File: src/rtl/image_processor_pkg.sv
// Shared types and constants for the image capture path.
// Pixel/address typedefs, frame geometry and packer states.
package image_processor_pkg;

  localparam int IMG_W = 512;
  localparam int IMG_H = 384;
  localparam int IMG_PIXELS = IMG_W * IMG_H;

  typedef logic [23:0] pixel_t;
  typedef logic [17:0] bram_addr_t;

  typedef enum logic [1:0] {
    S_R,
    S_G,
    S_B
  } pack_state_t;

  function automatic pixel_t pack_rgb(
    input logic [7:0] r,
    input logic [7:0] g,
    input logic [7:0] b
  );
    return {r, g, b};
  endfunction

endpackage

File: src/rtl/uart_pixel_packer_if.sv
// BRAM port A write bundle driven by the pixel packer.
// master = packer side, slave = BRAM side.
interface uart_pixel_packer_if #(
  parameter int ADDR_W = 18
);
  import image_processor_pkg::*;

  logic              en;
  logic              we;
  logic [ADDR_W-1:0] addr;
  pixel_t            din;

  modport master (
    output en,
    output we,
    output addr,
    output din
  );

  modport slave (
    input en,
    input we,
    input addr,
    input din
  );

endinterface

File: src/rtl/uart_pixel_packer_idle_timeout.sv
// Idle-cycle counter used to age out a partial pixel.
// expire is combinational: run && count at TIMEOUT_CYCLES-1.
module idle_timeout_counter #(
  parameter int TIMEOUT_CYCLES = 1_000_000
) (
  input  logic clk,
  input  logic rst_n,
  input  logic clear,
  input  logic run,
  output logic expire
);

  localparam int CW =
    (TIMEOUT_CYCLES > 1) ? $clog2(TIMEOUT_CYCLES) : 1;
  localparam logic [CW-1:0] LAST =
    CW'(TIMEOUT_CYCLES - 1);

  logic [CW-1:0] cnt_q;

  assign expire = run && (cnt_q == LAST);

  // clear has priority, otherwise count idle cycles
  always_ff @(posedge clk or negedge rst_n) begin
    if (!rst_n) begin
      cnt_q <= '0;
    end else if (clear) begin
      cnt_q <= '0;
    end else if (run) begin
      cnt_q <= cnt_q + CW'(1);
    end
  end

endmodule

File: src/rtl/uart_pixel_packer.sv
// Packs UART R,G,B byte triples into 24-bit BRAM writes.
// Option: UART_PIXEL_PACKER_CHECKSUM_EN adds frame_sum.
module uart_pixel_packer
  import image_processor_pkg::*;
#(
  parameter int NUM_PIXELS     = IMG_PIXELS,
  parameter int ADDR_W         = 18,
  parameter int TIMEOUT_CYCLES = 1_000_000
) (
  input  logic        clk,
  input  logic        rst_n,
  input  logic [7:0]  byte_received,
  input  logic        rx_data_ready,
  input  logic        frame_restart,
  uart_pixel_packer_if.master bram,
  output logic        frame_done,
  output logic        drop_pulse,
`ifdef UART_PIXEL_PACKER_CHECKSUM_EN
  output logic [15:0] frame_sum,
`endif
  output logic        busy
);

  localparam logic [ADDR_W-1:0] LAST_PIX =
    ADDR_W'(NUM_PIXELS - 1);

  pack_state_t       state_q;
  pack_state_t       state_d;
  logic [7:0]        r_q;
  logic [7:0]        g_q;
  logic [ADDR_W-1:0] pix_q;
  logic              en_q;
  logic [ADDR_W-1:0] addr_q;
  pixel_t            din_q;
  logic              wr_fire;
  logic              drop_fire;
  logic              tmo_run;
  logic              tmo_clear;
  logic              tmo_expire;
  logic              take;
  logic              last_pix;

  assign take     = rx_data_ready && !frame_restart;
  assign last_pix = (pix_q == LAST_PIX);

  assign tmo_run   = (state_q != S_R) && !rx_data_ready;
  assign tmo_clear = rx_data_ready || frame_restart ||
                     (state_q == S_R) || tmo_expire;

  idle_timeout_counter #(
    .TIMEOUT_CYCLES(TIMEOUT_CYCLES)
  ) u_tmo (
    .clk   (clk),
    .rst_n (rst_n),
    .clear (tmo_clear),
    .run   (tmo_run),
    .expire(tmo_expire)
  );

  // byte phase register
  always_ff @(posedge clk or negedge rst_n) begin
    if (!rst_n) begin
      state_q <= S_R;
    end else begin
      state_q <= state_d;
    end
  end

  // next phase; a byte beats a same-cycle timeout
  always_comb begin
    state_d   = state_q;
    wr_fire   = 1'b0;
    drop_fire = 1'b0;
    if (frame_restart) begin
      state_d = S_R;
    end else begin
      unique case (state_q)
        S_R: begin
          if (rx_data_ready) state_d = S_G;
        end
        S_G: begin
          if (rx_data_ready) begin
            state_d = S_B;
          end else if (tmo_expire) begin
            state_d   = S_R;
            drop_fire = 1'b1;
          end
        end
        S_B: begin
          if (rx_data_ready) begin
            state_d = S_R;
            wr_fire = 1'b1;
          end else if (tmo_expire) begin
            state_d   = S_R;
            drop_fire = 1'b1;
          end
        end
        default: state_d = S_R;
      endcase
    end
  end

  // R and G holding registers
  always_ff @(posedge clk or negedge rst_n) begin
    if (!rst_n) begin
      r_q <= '0;
      g_q <= '0;
    end else if (take) begin
      if (state_q == S_R) r_q <= byte_received;
      if (state_q == S_G) g_q <= byte_received;
    end
  end

  // BRAM write port, pixel counter and status pulses
  always_ff @(posedge clk or negedge rst_n) begin
    if (!rst_n) begin
      en_q       <= 1'b0;
      addr_q     <= '0;
      din_q      <= '0;
      pix_q      <= '0;
      frame_done <= 1'b0;
      drop_pulse <= 1'b0;
      busy       <= 1'b0;
    end else begin
      en_q       <= wr_fire;
      frame_done <= wr_fire && last_pix;
      drop_pulse <= drop_fire;
      busy       <= (state_d != S_R);
      if (wr_fire) begin
        addr_q <= pix_q;
        din_q  <= pack_rgb(r_q, g_q, byte_received);
      end
      if (frame_restart) begin
        pix_q <= '0;
      end else if (wr_fire) begin
        pix_q <= last_pix ? '0 : pix_q + ADDR_W'(1);
      end
    end
  end

  assign bram.en   = en_q;
  assign bram.we   = en_q;
  assign bram.addr = addr_q;
  assign bram.din  = din_q;

`ifdef UART_PIXEL_PACKER_CHECKSUM_EN
  logic [15:0] run_sum_q;
  logic [15:0] sum_next;

  assign sum_next = run_sum_q + {8'h00, r_q} +
                    {8'h00, g_q} + {8'h00, byte_received};

  // running byte sum of committed pixels, latched per frame
  always_ff @(posedge clk or negedge rst_n) begin
    if (!rst_n) begin
      run_sum_q <= '0;
      frame_sum <= '0;
    end else if (frame_restart) begin
      run_sum_q <= '0;
    end else if (wr_fire) begin
      if (last_pix) begin
        frame_sum <= sum_next;
        run_sum_q <= '0;
      end else begin
        run_sum_q <= sum_next;
      end
    end
  end
`endif

endmodule
File: src/flat_wrapper.sv
// flat-port wrapper written by rule: the top's interface ports become plain ports
module uart_pixel_packer_flat import image_processor_pkg::*;
#(
  parameter int NUM_PIXELS     = IMG_PIXELS,
  parameter int ADDR_W         = 18,
  parameter int TIMEOUT_CYCLES = 1_000_000
)
  (clk, rst_n, byte_received, rx_data_ready, frame_restart, frame_done, drop_pulse, busy, bram_en, bram_we, bram_addr, bram_din);
  uart_pixel_packer_if #(.ADDR_W(ADDR_W)) bram_i ();
  input  logic clk;
  input  logic rst_n;
  input  logic [7:0] byte_received;
  input  logic rx_data_ready;
  input  logic frame_restart;
  output logic frame_done;
  output logic drop_pulse;
  output logic busy;
  output wire logic [$bits(bram_i.en)-1:0] bram_en;
  output wire logic [$bits(bram_i.we)-1:0] bram_we;
  output wire logic [$bits(bram_i.addr)-1:0] bram_addr;
  output wire logic [$bits(bram_i.din)-1:0] bram_din;
  assign bram_en = bram_i.en;
  assign bram_we = bram_i.we;
  assign bram_addr = bram_i.addr;
  assign bram_din = bram_i.din;
  uart_pixel_packer #(.NUM_PIXELS(NUM_PIXELS), .ADDR_W(ADDR_W), .TIMEOUT_CYCLES(TIMEOUT_CYCLES)) u_core (.clk(clk), .rst_n(rst_n), .byte_received(byte_received), .rx_data_ready(rx_data_ready), .frame_restart(frame_restart), .bram(bram_i), .frame_done(frame_done), .drop_pulse(drop_pulse), .busy(busy));
endmodule
File: config.mk
export PLATFORM = sky130hd
export DESIGN_NAME = uart_pixel_packer_flat
export DESIGN_NICKNAME = d
export VERILOG_FILES = /design/src/rtl/image_processor_pkg.sv /design/src/rtl/uart_pixel_packer_if.sv /design/src/rtl/uart_pixel_packer_idle_timeout.sv /design/src/rtl/uart_pixel_packer.sv /design/src/flat_wrapper.sv
export SDC_FILE = /design/constraint.sdc
export NUM_CORES = 1
export LEC_CHECK = 0
export ABC_CLOCK_PERIOD_IN_PS = 3200
export CAP_MARGIN = 20
export CORE_MARGIN = 2
export CORE_UTILIZATION = 55
export CTS_BUF_LIST = sky130_fd_sc_hd__clkbuf_4 sky130_fd_sc_hd__clkbuf_8
export DETAILED_ROUTE_END_ITERATION = 12
export HOLD_SLACK_MARGIN = 0.08
export PLACE_DENSITY = 0.81
export SETUP_SLACK_MARGIN = 0.5
export SYNTH_ARGS = -nofsm -noshare
export SYNTH_HDL_FRONTEND = slang
export SYNTH_SLANG_ARGS = --single-unit
File: constraint.sdc
create_clock -name clk -period 3.2 [get_ports clk]
set_clock_uncertainty 0.15 [all_clocks]
set_input_delay 0.64 -clock clk [delete_from_list [all_inputs] [get_ports clk]]
set_output_delay 0.64 -clock clk [all_outputs]
set_load 0.02 [all_outputs]
==> impl_metrics.csv, run 1 <==
group,metric,value,unit
run_status,status,"complete, no violations",
critical_path,max_stage_delay,510,ps
timing,tightest_slew,997.3,ps
power,power.total,3.188,mW
cells_and_area,syn_to_final_growth,22.00,%
global_routing,grt_start_max_net_pins,53,
critical_path,r2r_setup_slack,680,ps
place,io_buffers,58,
critical_path,cp-start-kind,"input pin",
timing,setup_tns,0,ps
critical_path,crit_top_cell,"buf_4",
cells_and_area,final_common_cell,"nand2_1",
die,num_io_pins,59,
synth,netlist-cell-type-count,39,
timing,timing.slew.headroom,32.90,%
drt,drc,0,
synth,ys_ff_latch,102,
die,core-area,7727,sq um
drt,avgViaCountPerCell,5.477,
global_routing,grt-ovfl-total,0,
critical_path,cp.required,3350,ps
critical_path,worstPathArrival,2700,ps
timing,hold_viol_final,0,
drt,wire_per_inst,15.07,um
cts,cts_tree,"done",
cells_and_area,fillCellCount,603,
drt,ant_nets,0,
cts,clk-insertion-delay-late,370,ps
synth,synth_simple_gate_area_share,25.41,%
cts,cts_hold_buf,0,
power,peakVddDrop,451.3,uV
synth,avgSynthCellArea,9.771,sq um
cts,clk_path_buf_depth,2,
die,die_height,93.51,um
synth,synth_top_family_by_area,"simple AND/OR/NAND/NOR gates",
critical_path,crit_path_end_kind,"register",
cells_and_area,fin_nets,534,
die,rows,32,
critical_path,cp_slowest_cell,"clkdlybuf4s50_1",
cts,cts-buffers-inserted,9,
drt,via_count,3412,
synth,ys_seq_area_share,57.92,%
drt,drt-initial-drc-count,207,
global_routing,grt_antenna_before_repair,0,
power,p_leak,2.500,nW
synth,synth_fa_ha_area_share,1.704,%
timing,timing.fmax,392.2,MHz
timing,rsz0062_at_grt,"false",
synth,postSynthCellCount,451,
flow_run,drv_cap,0,
min_path,hold_class,"input pin to async pin",
global_routing,grt_pass1_wl,15370,um
place,dp_hpwl,6257,um
cts,htree_levels,3,
cts,cts_root_buf,"clkbuf_8",
critical_path,crit_type,"input pin to register",
cells_and_area,multi_input_area,1783,sq um
die,die_area,8744,sq um
cells_and_area,antenna_cells,0,
place,routabilityCongestion,0.8173,
timing,drv_slew,0,
critical_path,critPathMaxFanout,15,
critical_path,critPathTopFamily,"buffers and inverters",
synth,muxShareOfSynthArea,4.770,%
global_routing,grt_usage,22.32,%
cells_and_area,layout_common_cells,"nand2_1 (157), dfrtp_1 (102), clkdlybuf4s50_1 (57)",
drt,drtPass1Iterations,4,
cts,path_clk_slew,110,ps
drt,wirelength,9391,um
cells_and_area,seq_area,2552,sq um
timing,setup_violations,0,
critical_path,worstPathCellList,"clkdlybuf4s50_1, buf_4, and2_1, nand2b_2, a31oi_2, buf_4, a21oi_1, mux2i_1",
cts,clock-sinks,102,
global_routing,first_global_vias,3300,
synth,synthXorXnorAreaFrac,4.373,%
power,power_density,593.0,nW/um^2
cells_and_area,final_layout_size_suffix_gt1_share,10.94,%
synth,syn_area,4407,sq um
critical_path,path_buf_inv,3,
synth,synth_warnings,0,
synth,synth-compound-area-share,3.180,%
die,initial_utilization,57.03,%
synth,synthesis.nets,469,
timing,fin_crit_sh,79.68,%
timing,period_minus_slack,2550,ps
die,die_x,93.51,um
## cell families (layout without fill, tap and decap cells)
kind of cell             Yosys count  count (layout)
AND/OR/NAND/NOR                  256             259
AO/OA/AOI/OAI                     22              22
adder cells (fa/ha/maj)            6               6
buffers and inverters             24              91
multiplexers                      19              19
XOR/XNOR                          22              22
flip-flops                       102             102
## final timing paths
kind,start,to,depth (start not counted)
setup / recovery,rx_data_ready,u_core.pix_q[10]$_DFFE_PN0P_,8
hold / removal,rst_n,u_core.pix_q[13]$_DFFE_PN0P_,1
setup reg to reg,u_core.state_q[0]$_DFF_PN0_,u_core.u_tmo.cnt_q[15]$_DFFE_PN0P_,7
hold reg to reg,u_core.g_q[3]$_DFFE_PN0P_,u_core.bram.din[11]$_DFFE_PN0P_,2
max in group asynchronous,rst_n,u_core.g_q[5]$_DFFE_PN0P_,2
min in group clk,u_core.g_q[3]$_DFFE_PN0P_,u_core.bram.din[11]$_DFFE_PN0P_,2
## per-stage QoR
stage          cells  hold WS, ps  worst slack, ps  utilization [%]  cell area, sq um
2_1_floorplan    451        194.4            585.1                -              4407
3_3_place_gp     601        290.5            178.7            65.92              5094
3_5_place_dp     601        298.4            93.77            65.92              5094
4_1_cts          617        160.3            549.6            68.72              5310
5_1_grt          623        177.1            539.8            69.58              5376
6_report         623        138.1            650.2            69.58              5376
## synthesized netlist by cell type, drive strengths merged
cell type	count	share of area, %
or3	1	0.14
a31oi	5	0.71
o221ai	2	0.40
nor2	38	3.2
nor2b	2	0.28
a31o	1	0.20
xnor2	9	1.8
nand3	18	2.0
and4	4	0.79
a21oi	6	0.68
clkbuf	12	1.0
and2	1	0.14
nand2	157	13
and3b	1	0.20
and3	11	1.6
a211oi	1	0.17
or2	2	0.28
ha	6	1.7
o311ai	2	0.40
xor2	13	2.6
clkinv	1	0.085
dfrtp	102	58
nor3	6	0.68
o21ai	4	0.45
o211ai	1	0.17
mux2i	3	0.68
nand4	6	0.85
buf	6	1.1
mux2	16	4.1
nor4	4	0.91
inv	5	0.43
nand2b	2	0.28
or4	3	0.62
## sequential cells by signal (all words and copies together), names as in the netlist
register	cells
u_core.g_q	8
u_core.pix_q	18
u_core.bram.addr	18
u_core.frame_done	1
u_core.bram.din	24
u_core.state_q	2
u_core.busy	1
u_core.drop_pulse	1
u_core.r_q	8
u_core.bram.en	1
u_core.u_tmo.cnt_q	20
## per-layer routing
| metal | GRT usage [%] | up-vias | share of wire (%) | wire length (um) |
|---|---|---|---|---|
| met1 | 29.30 | 1696 | 43 | 4077 |
| met3 | 4.593 | 8 | 4.0 | 371 |
| li1 | - | 1631 | - | - |
| met4 | 5.760 | 0 | 0.72 | 68 |
| met2 | 38.01 | 77 | 52 | 4874 |
| met5 | 0 | - | 0 | 0 |
## layout make-up
cell class              count  share of cell area, %
repair buffers             69                  12.52
flip-flops and latches    102                  47.47
inverters                   6                 0.4887
clock inverters             7                  1.676
well taps                 102                  2.374
clock buffers               9                  2.304
multi-input cells         328                  33.16
## where the power goes
part / switching [mW] / total [mW] / leakage, nW / internal [mW]
combinational: 0.377 / 0.725 / 1.03 / 0.348
clock: 0.480 / 0.859 / 0.108 / 0.379
sequential: 0.117 / 1.60 / 1.36 / 1.49
total: 0.974 / 3.19 / 2.50 / 2.21
## worst register-to-register path, cell delays in order (launching register included)
cell and delay, ps:
dfrtp_1 410, inv_1 90, ha_2 250, or4_1 520, or4_4 440, nor4_4 250, or4_4 250, nor2_1 60
## timing repair
| action | 4_1_cts | 5_1_grt |
|---|---|---|
| gates cloned | 0 | 3 |
| setup endpoints to repair | 20 | 53 |
| resized for setup | 1 | 5 |
| buffers inserted | 0 | 3 |
| pin swaps | 0 | 3 |
| endpoints found under the hold margin | 0 | 0 |
Power figures use the tool's default switching activity.
==> run 2, diff against run 1 <==
--- a/config.mk
+++ b/config.mk
@@ -5,7 +5,7 @@
 export SDC_FILE = /design/constraint.sdc
 export NUM_CORES = 1
 export LEC_CHECK = 0
-export ABC_CLOCK_PERIOD_IN_PS = 3200
+export ABC_CLOCK_PERIOD_IN_PS = 2560
 export CAP_MARGIN = 20
 export CORE_MARGIN = 2
 export CORE_UTILIZATION = 55
==> constraint.sdc (replaced) <==
create_clock -name clk -period 2.56 [get_ports clk]
set_clock_uncertainty 0.15 [all_clocks]
set_input_delay 0.512 -clock clk [delete_from_list [all_inputs] [get_ports clk]]
set_output_delay 0.512 -clock clk [all_outputs]
set_load 0.02 [all_outputs]
==> impl_metrics.csv, run 2 (synthesis results as in run 1) <==
group,metric,value,unit
place,io_buffers,58,
cells_and_area,final_common_cell,"nand2_1",
timing,rsz0062_at_grt,"true",
die,rows,32,
cts,cts-buffers-inserted,9,
cells_and_area,fin_nets,548,
cells_and_area,antenna_cells,0,
cells_and_area,layout_common_cells,"nand2_1 (157), dfrtp_1 (102), clkdlybuf4s50_1 (49)",
timing,fin_crit_sh,91.82,%
flow_run,drv_cap,0,
power,p_leak,2.666,nW
cells_and_area,seq_area,2552,sq um
power,peakVddDrop,600.2,uV
power,power_density,702.3,nW/um^2
drt,drc,0,
timing,drv_slew,0,
place,routabilityCongestion,0.8287,
cells_and_area,layout.cells.non_filler,636,
cts,clock-sinks,102,
critical_path,crit_path_end_kind,"register",
drt,drtPass1Iterations,4,
place,pre_cts_ws,-183.7,ps
drt,wire_per_inst,14.56,um
min_path,hold_class,"register to register",
die,num_io_pins,59,
drt,avgViaCountPerCell,5.434,
cts,cts_root_buf,"clkbuf_8",
cells_and_area,fillCellCount,549,
global_routing,grt_usage,23.37,%
cts,htree_levels,3,
cells_and_area,final_layout_size_suffix_gt1_share,15.17,%
critical_path,worstPathArrival,2440,ps
cts,cts_tree,"done",
cells_and_area,largest_reg_flops,24,
global_routing,first_global_vias,3532,
power,power.total,3.877,mW
drt,ant_nets,0,
critical_path,cp.required,2650,ps
die,core-area,7727,sq um
timing,tightest_slew,515.1,ps
die,initial_utilization,57.03,%
timing,finalWorstSetupSlack,209.5,ps
die,die_x,93.51,um
global_routing,grt_antenna_before_repair,0,
critical_path,cp-start-kind,"register",
place,dp_hpwl,6102,um
drt,wirelength,9261,um
cells_and_area,syn_to_final_growth,25.27,%
cts,clk_path_buf_depth,2,
timing,setup_violations,0,
place,dp_cells,608,
power,combPwrFrac,24.4,%
power,swShare,29.81,%
die,die_height,93.51,um
critical_path,critPathMaxFanout,5,
global_routing,grt-ovfl-total,0,
global_routing,grt_start_max_net_pins,44,
critical_path,crit_type,"register to register",
cells_and_area,multi_input_area,1829,sq um
power,clockPowerShare,24.1,%
cts,path_clk_slew,90,ps
power,seqPwrFrac,51.6,%
run_status,status,"complete, no violations",
power,p_switching,1.156,mW
timing,setup_tns,0,ps
timing,timing.fmax,425.4,MHz
cts,clk-insertion-delay-late,360,ps
power,p_int,2.721,mW
global_routing,grt_pass1_wl,16040,um
die,die_area,8744,sq um
timing,timing.slew.headroom,65.66,%
timing,hold_viol_final,0,
drt,via_count,3456,
drt,drt-initial-drc-count,210,
timing,period_minus_slack,2350,ps
[run 2: cell types whose count changed in the layout (fill, tap and decap cells not counted), sizes merged, moves of 2 or more]
cell,change
buf,+13
clkdlybuf4s50,-8
dlymetal6s2s,+5
dlygate4sd2,+3
clkbuf,+2
[run 2: worst max-delay path, stage by stage, from the launching register on]
cell,delay (ps)
dfrtp_1,380
inv_2,60
ha_4,150
or4_1,490
or4_4,440
nor4_4,170
buf_4,170
or4_4,160
nor2_1,60
[run 2: per-stage QoR]
stage          hold WS [ps]  area [sq um]  util (%)
2_1_floorplan         66.41          4425         -
3_3_place_gp          294.5          5170     66.90
3_5_place_dp          306.1          5170     66.90
4_1_cts               328.4          5436     70.35
5_1_grt               360.6          5520     71.44
6_report              323.4          5520     71.44
[run 2: per-layer routing]
layer  up-vias  part of all wire, %  GRT usage, %
li1       1648                    -             -
met1      1694                   44         31.52
met2        99                   47         36.51
met3        15                  6.7         6.044
met4         0                  1.8         9.069
met5         -                    0             0
[run 2: final cells by class]
type / count / share of cell area (%)
flip-flops and latches: 102 / 46.24
multi-input cells: 328 / 33.14
repair buffers: 83 / 14.60
clock buffers: 11 / 2.743
well taps: 102 / 2.312
clock inverters: 4 / 0.5666
inverters: 6 / 0.4080
[run 2: path summary, 6_finish.rpt]
check / startpoint / endpoint / slack, ps / cells after the start
max: u_core.state_q[0]$_DFF_PN0_ / u_core.u_tmo.cnt_q[6]$_DFFE_PN0P_ / 210 / 8
min: u_core.g_q[0]$_DFFE_PN0P_ / u_core.bram.din[8]$_DFFE_PN0P_ / 320 / 2
max reg2reg: u_core.state_q[0]$_DFF_PN0_ / u_core.u_tmo.cnt_q[6]$_DFFE_PN0P_ / 210 / 8
min reg2reg: u_core.g_q[0]$_DFFE_PN0P_ / u_core.bram.din[8]$_DFFE_PN0P_ / 320 / 2
max in group asynchronous: rst_n / u_core.bram.din[4]$_DFFE_PN0P_ / 1070 / 3
min in group asynchronous: rst_n / u_core.bram.din[18]$_DFFE_PN0P_ / 500 / 2
[run 2: power groups by stage]
stage	Sequential [mW]	Clock, mW	Combinational (mW)
6_report	2.00	0.933	0.945
5_1_grt	2.03	1.02	1.02
4_1_cts	2.00	0.956	0.944
3_5_place_dp	2.03	0	0.915
3_3_place_gp	2.02	0	0.887
2_1_floorplan	2.21	0	0.256
[run 2: repair_timing]
action | 4_1_cts | 5_1_grt
endpoints found under the hold margin | 38 | 0
gates cloned | 3 | 0
setup buffers | 4 | 5
hold buffers | 1 | 0
pin swaps | 13 | 9
resized for setup | 10 | 17
endpoints found under the setup margin | 26 | 38
==> run 3, diff against run 2 <==
--- a/config.mk
+++ b/config.mk
@@ -5,13 +5,11 @@
 export SDC_FILE = /design/constraint.sdc
 export NUM_CORES = 1
 export LEC_CHECK = 0
-export ABC_CLOCK_PERIOD_IN_PS = 2560
 export CAP_MARGIN = 20
-export CORE_MARGIN = 2
+export CORE_MARGIN = 3
 export CORE_UTILIZATION = 55
 export CTS_BUF_LIST = sky130_fd_sc_hd__clkbuf_4 sky130_fd_sc_hd__clkbuf_8
 export DETAILED_ROUTE_END_ITERATION = 12
-export HOLD_SLACK_MARGIN = 0.08
 export PLACE_DENSITY = 0.81
 export SETUP_SLACK_MARGIN = 0.5
 export SYNTH_ARGS = -nofsm -noshare
==> impl_metrics.csv, run 3 (synthesis results as in run 1) <==
group,metric,value,unit
drt,drtPass1Iterations,4,
drt,via_count,3443,
cells_and_area,final_layout_size_suffix_gt1_share,15.09,%
power,peakVddDrop,654.6,uV
timing,timing.slew.headroom,65.94,%
drt,drc,0,
global_routing,grt_antenna_before_repair,0,
cts,cts-buffers-inserted,9,
cells_and_area,layout_common_cells,"nand2_1 (157), dfrtp_1 (101), clkdlybuf4s50_1 (47)",
drt,avgViaCountPerCell,5.448,
global_routing,grt_usage,22.27,%
die,die_height,95.51,um
global_routing,grt-ovfl-total,0,
critical_path,crit_path_end_kind,"register",
drt,wirelength,9483,um
place,io_buffers,58,
place,dp_hpwl,6378,um
cells_and_area,antenna_cells,0,
cts,clk-insertion-delay-late,370,ps
critical_path,worstPathArrival,2560,ps
place,routabilityCongestion,0.8850,
drt,ant_nets,0,
flow_run,drv_cap,0,
timing,setup_violations,0,
die,core-area,7767,sq um
global_routing,top_usage_layer,"met2",
timing,period_minus_slack,2454,ps
die,initial_utilization,56.73,%
die,rows,32,
timing,hold_viol_final,0,
timing,tightest_slew,510.9,ps
timing,timing.fmax,407.5,MHz
critical_path,cp-start-kind,"input pin",
timing,drv_slew,0,
die,die_area,9122,sq um
cells_and_area,largest_reg_flops,24,
die,die_x,95.51,um
global_routing,grt_pass1_wl,15700,um
global_routing,grtUsageMet3,5.604,%
cts,path_clk_slew,100,ps
run_status,status,"complete, no violations",
timing,setup_tns,0,ps
critical_path,critPathMaxFanout,5,
cts,cts_tree,"done",
cells_and_area,syn_to_final_growth,25.55,%
drt,drt-initial-drc-count,219,
drt,wire_per_inst,15.00,um
cts,clk_path_buf_depth,2,
cts,cts_root_buf,"clkbuf_8",
die,num_io_pins,59,
critical_path,crit_type,"input pin to register",
timing,rsz0062_at_grt,"true",
place,dp_cells,609,
cts,clock-sinks,102,
power,power_density,735.5,nW/um^2
cells_and_area,fillCellCount,562,
critical_path,cp.required,2670,ps
cts,htree_levels,3,
global_routing,grt_start_max_net_pins,49,
global_routing,use_met2,35.34,%
cells_and_area,fin_nets,543,
global_routing,use_met1,29.85,%
min_path,hold_class,"register to register",
global_routing,first_global_vias,3322,
timing,fin_crit_sh,95.86,%
cells_and_area,final_common_cell,"nand2_1",
cells_and_area,layout.cells.non_filler,632,
power,p_leak,2.701,nW
run 3: path summary, 6_finish.rpt:
path	startpoint	end	slack [ps]	cells past startpoint
max	rx_data_ready	u_core.u_tmo.cnt_q[0]$_DFFE_PN0P_	110	6
min	u_core.r_q[0]$_DFFE_PN0P_	u_core.bram.din[16]$_DFFE_PN0P_	320	2
max reg2reg	u_core.state_q[1]$_DFF_PN0_	u_core.u_tmo.cnt_q[0]$_DFFE_PN0P_	110	7
min reg2reg	u_core.r_q[0]$_DFFE_PN0P_	u_core.bram.din[16]$_DFFE_PN0P_	320	2
max in group asynchronous	rst_n	u_core.frame_done$_DFF_PN0_	1140	3
min in group asynchronous	rst_n	u_core.pix_q[7]$_DFFE_PN0P_	500	2
run 3: repair_timing:
item	CTS	global route
buffers inserted	3	0
setup endpoints to repair	24	76
gates cloned	3	0
hold buffers	1	0
pin swaps	21	6
resized for setup	6	26
endpoints found under the hold margin	36	0
run 3: per-stage QoR:
| step | total power [mW] | hold slack, ps | setup slack, ps | area (sq um) | utilization [%] |
|---|---|---|---|---|---|
| floorplan | 2.462 | 66.41 | 186.4 | 4425 | - |
| global placement | 2.913 | 295.7 | -132.1 | 5165 | 66.49 |
| detailed placement | 2.948 | 304.2 | -205.1 | 5165 | 66.49 |
| CTS | 4.109 | 325.5 | 109.8 | 5468 | 70.39 |
| global route | 4.253 | 351.5 | 42.17 | 5533 | 71.23 |
| finish | 4.069 | 323.8 | 106.0 | 5533 | 71.23 |
run 3: routing by layer:
metal	vias to the layer above	wire length, um	part of all wire, %
li1	1639	-	-
met5	-	0	0
met1	1694	4158	44
met2	99	4626	49
met4	0	119	1.3
met3	11	580	6.1
run 3: cell type report:
class	instances	area [sq um]	share of cell area (%)
clock buffer	9	123.9	2.239
clock inverter	7	102.6	1.854
inverter	6	26.28	0.4749
multi-input combinational	328	1831	33.08
sequential	102	2554	46.16
tap	102	127.6	2.307
timing repair buffer	78	768.2	13.89
run 3: worst max-delay path: stages:
cell and delay [ps]:
clkdlybuf4s50_1 440, or4_4 550, or4_4 440, nor4_4 300, or4_4 270, nor2_1 50
run 3: power breakdown:
group | total [mW] | switching, mW | internal [mW] | leakage, nW
Sequential | 2.00 | 0.143 | 1.86 | 1.36
Clock | 1.14 | 0.575 | 0.564 | 0.111
Combinational | 0.929 | 0.487 | 0.442 | 1.23
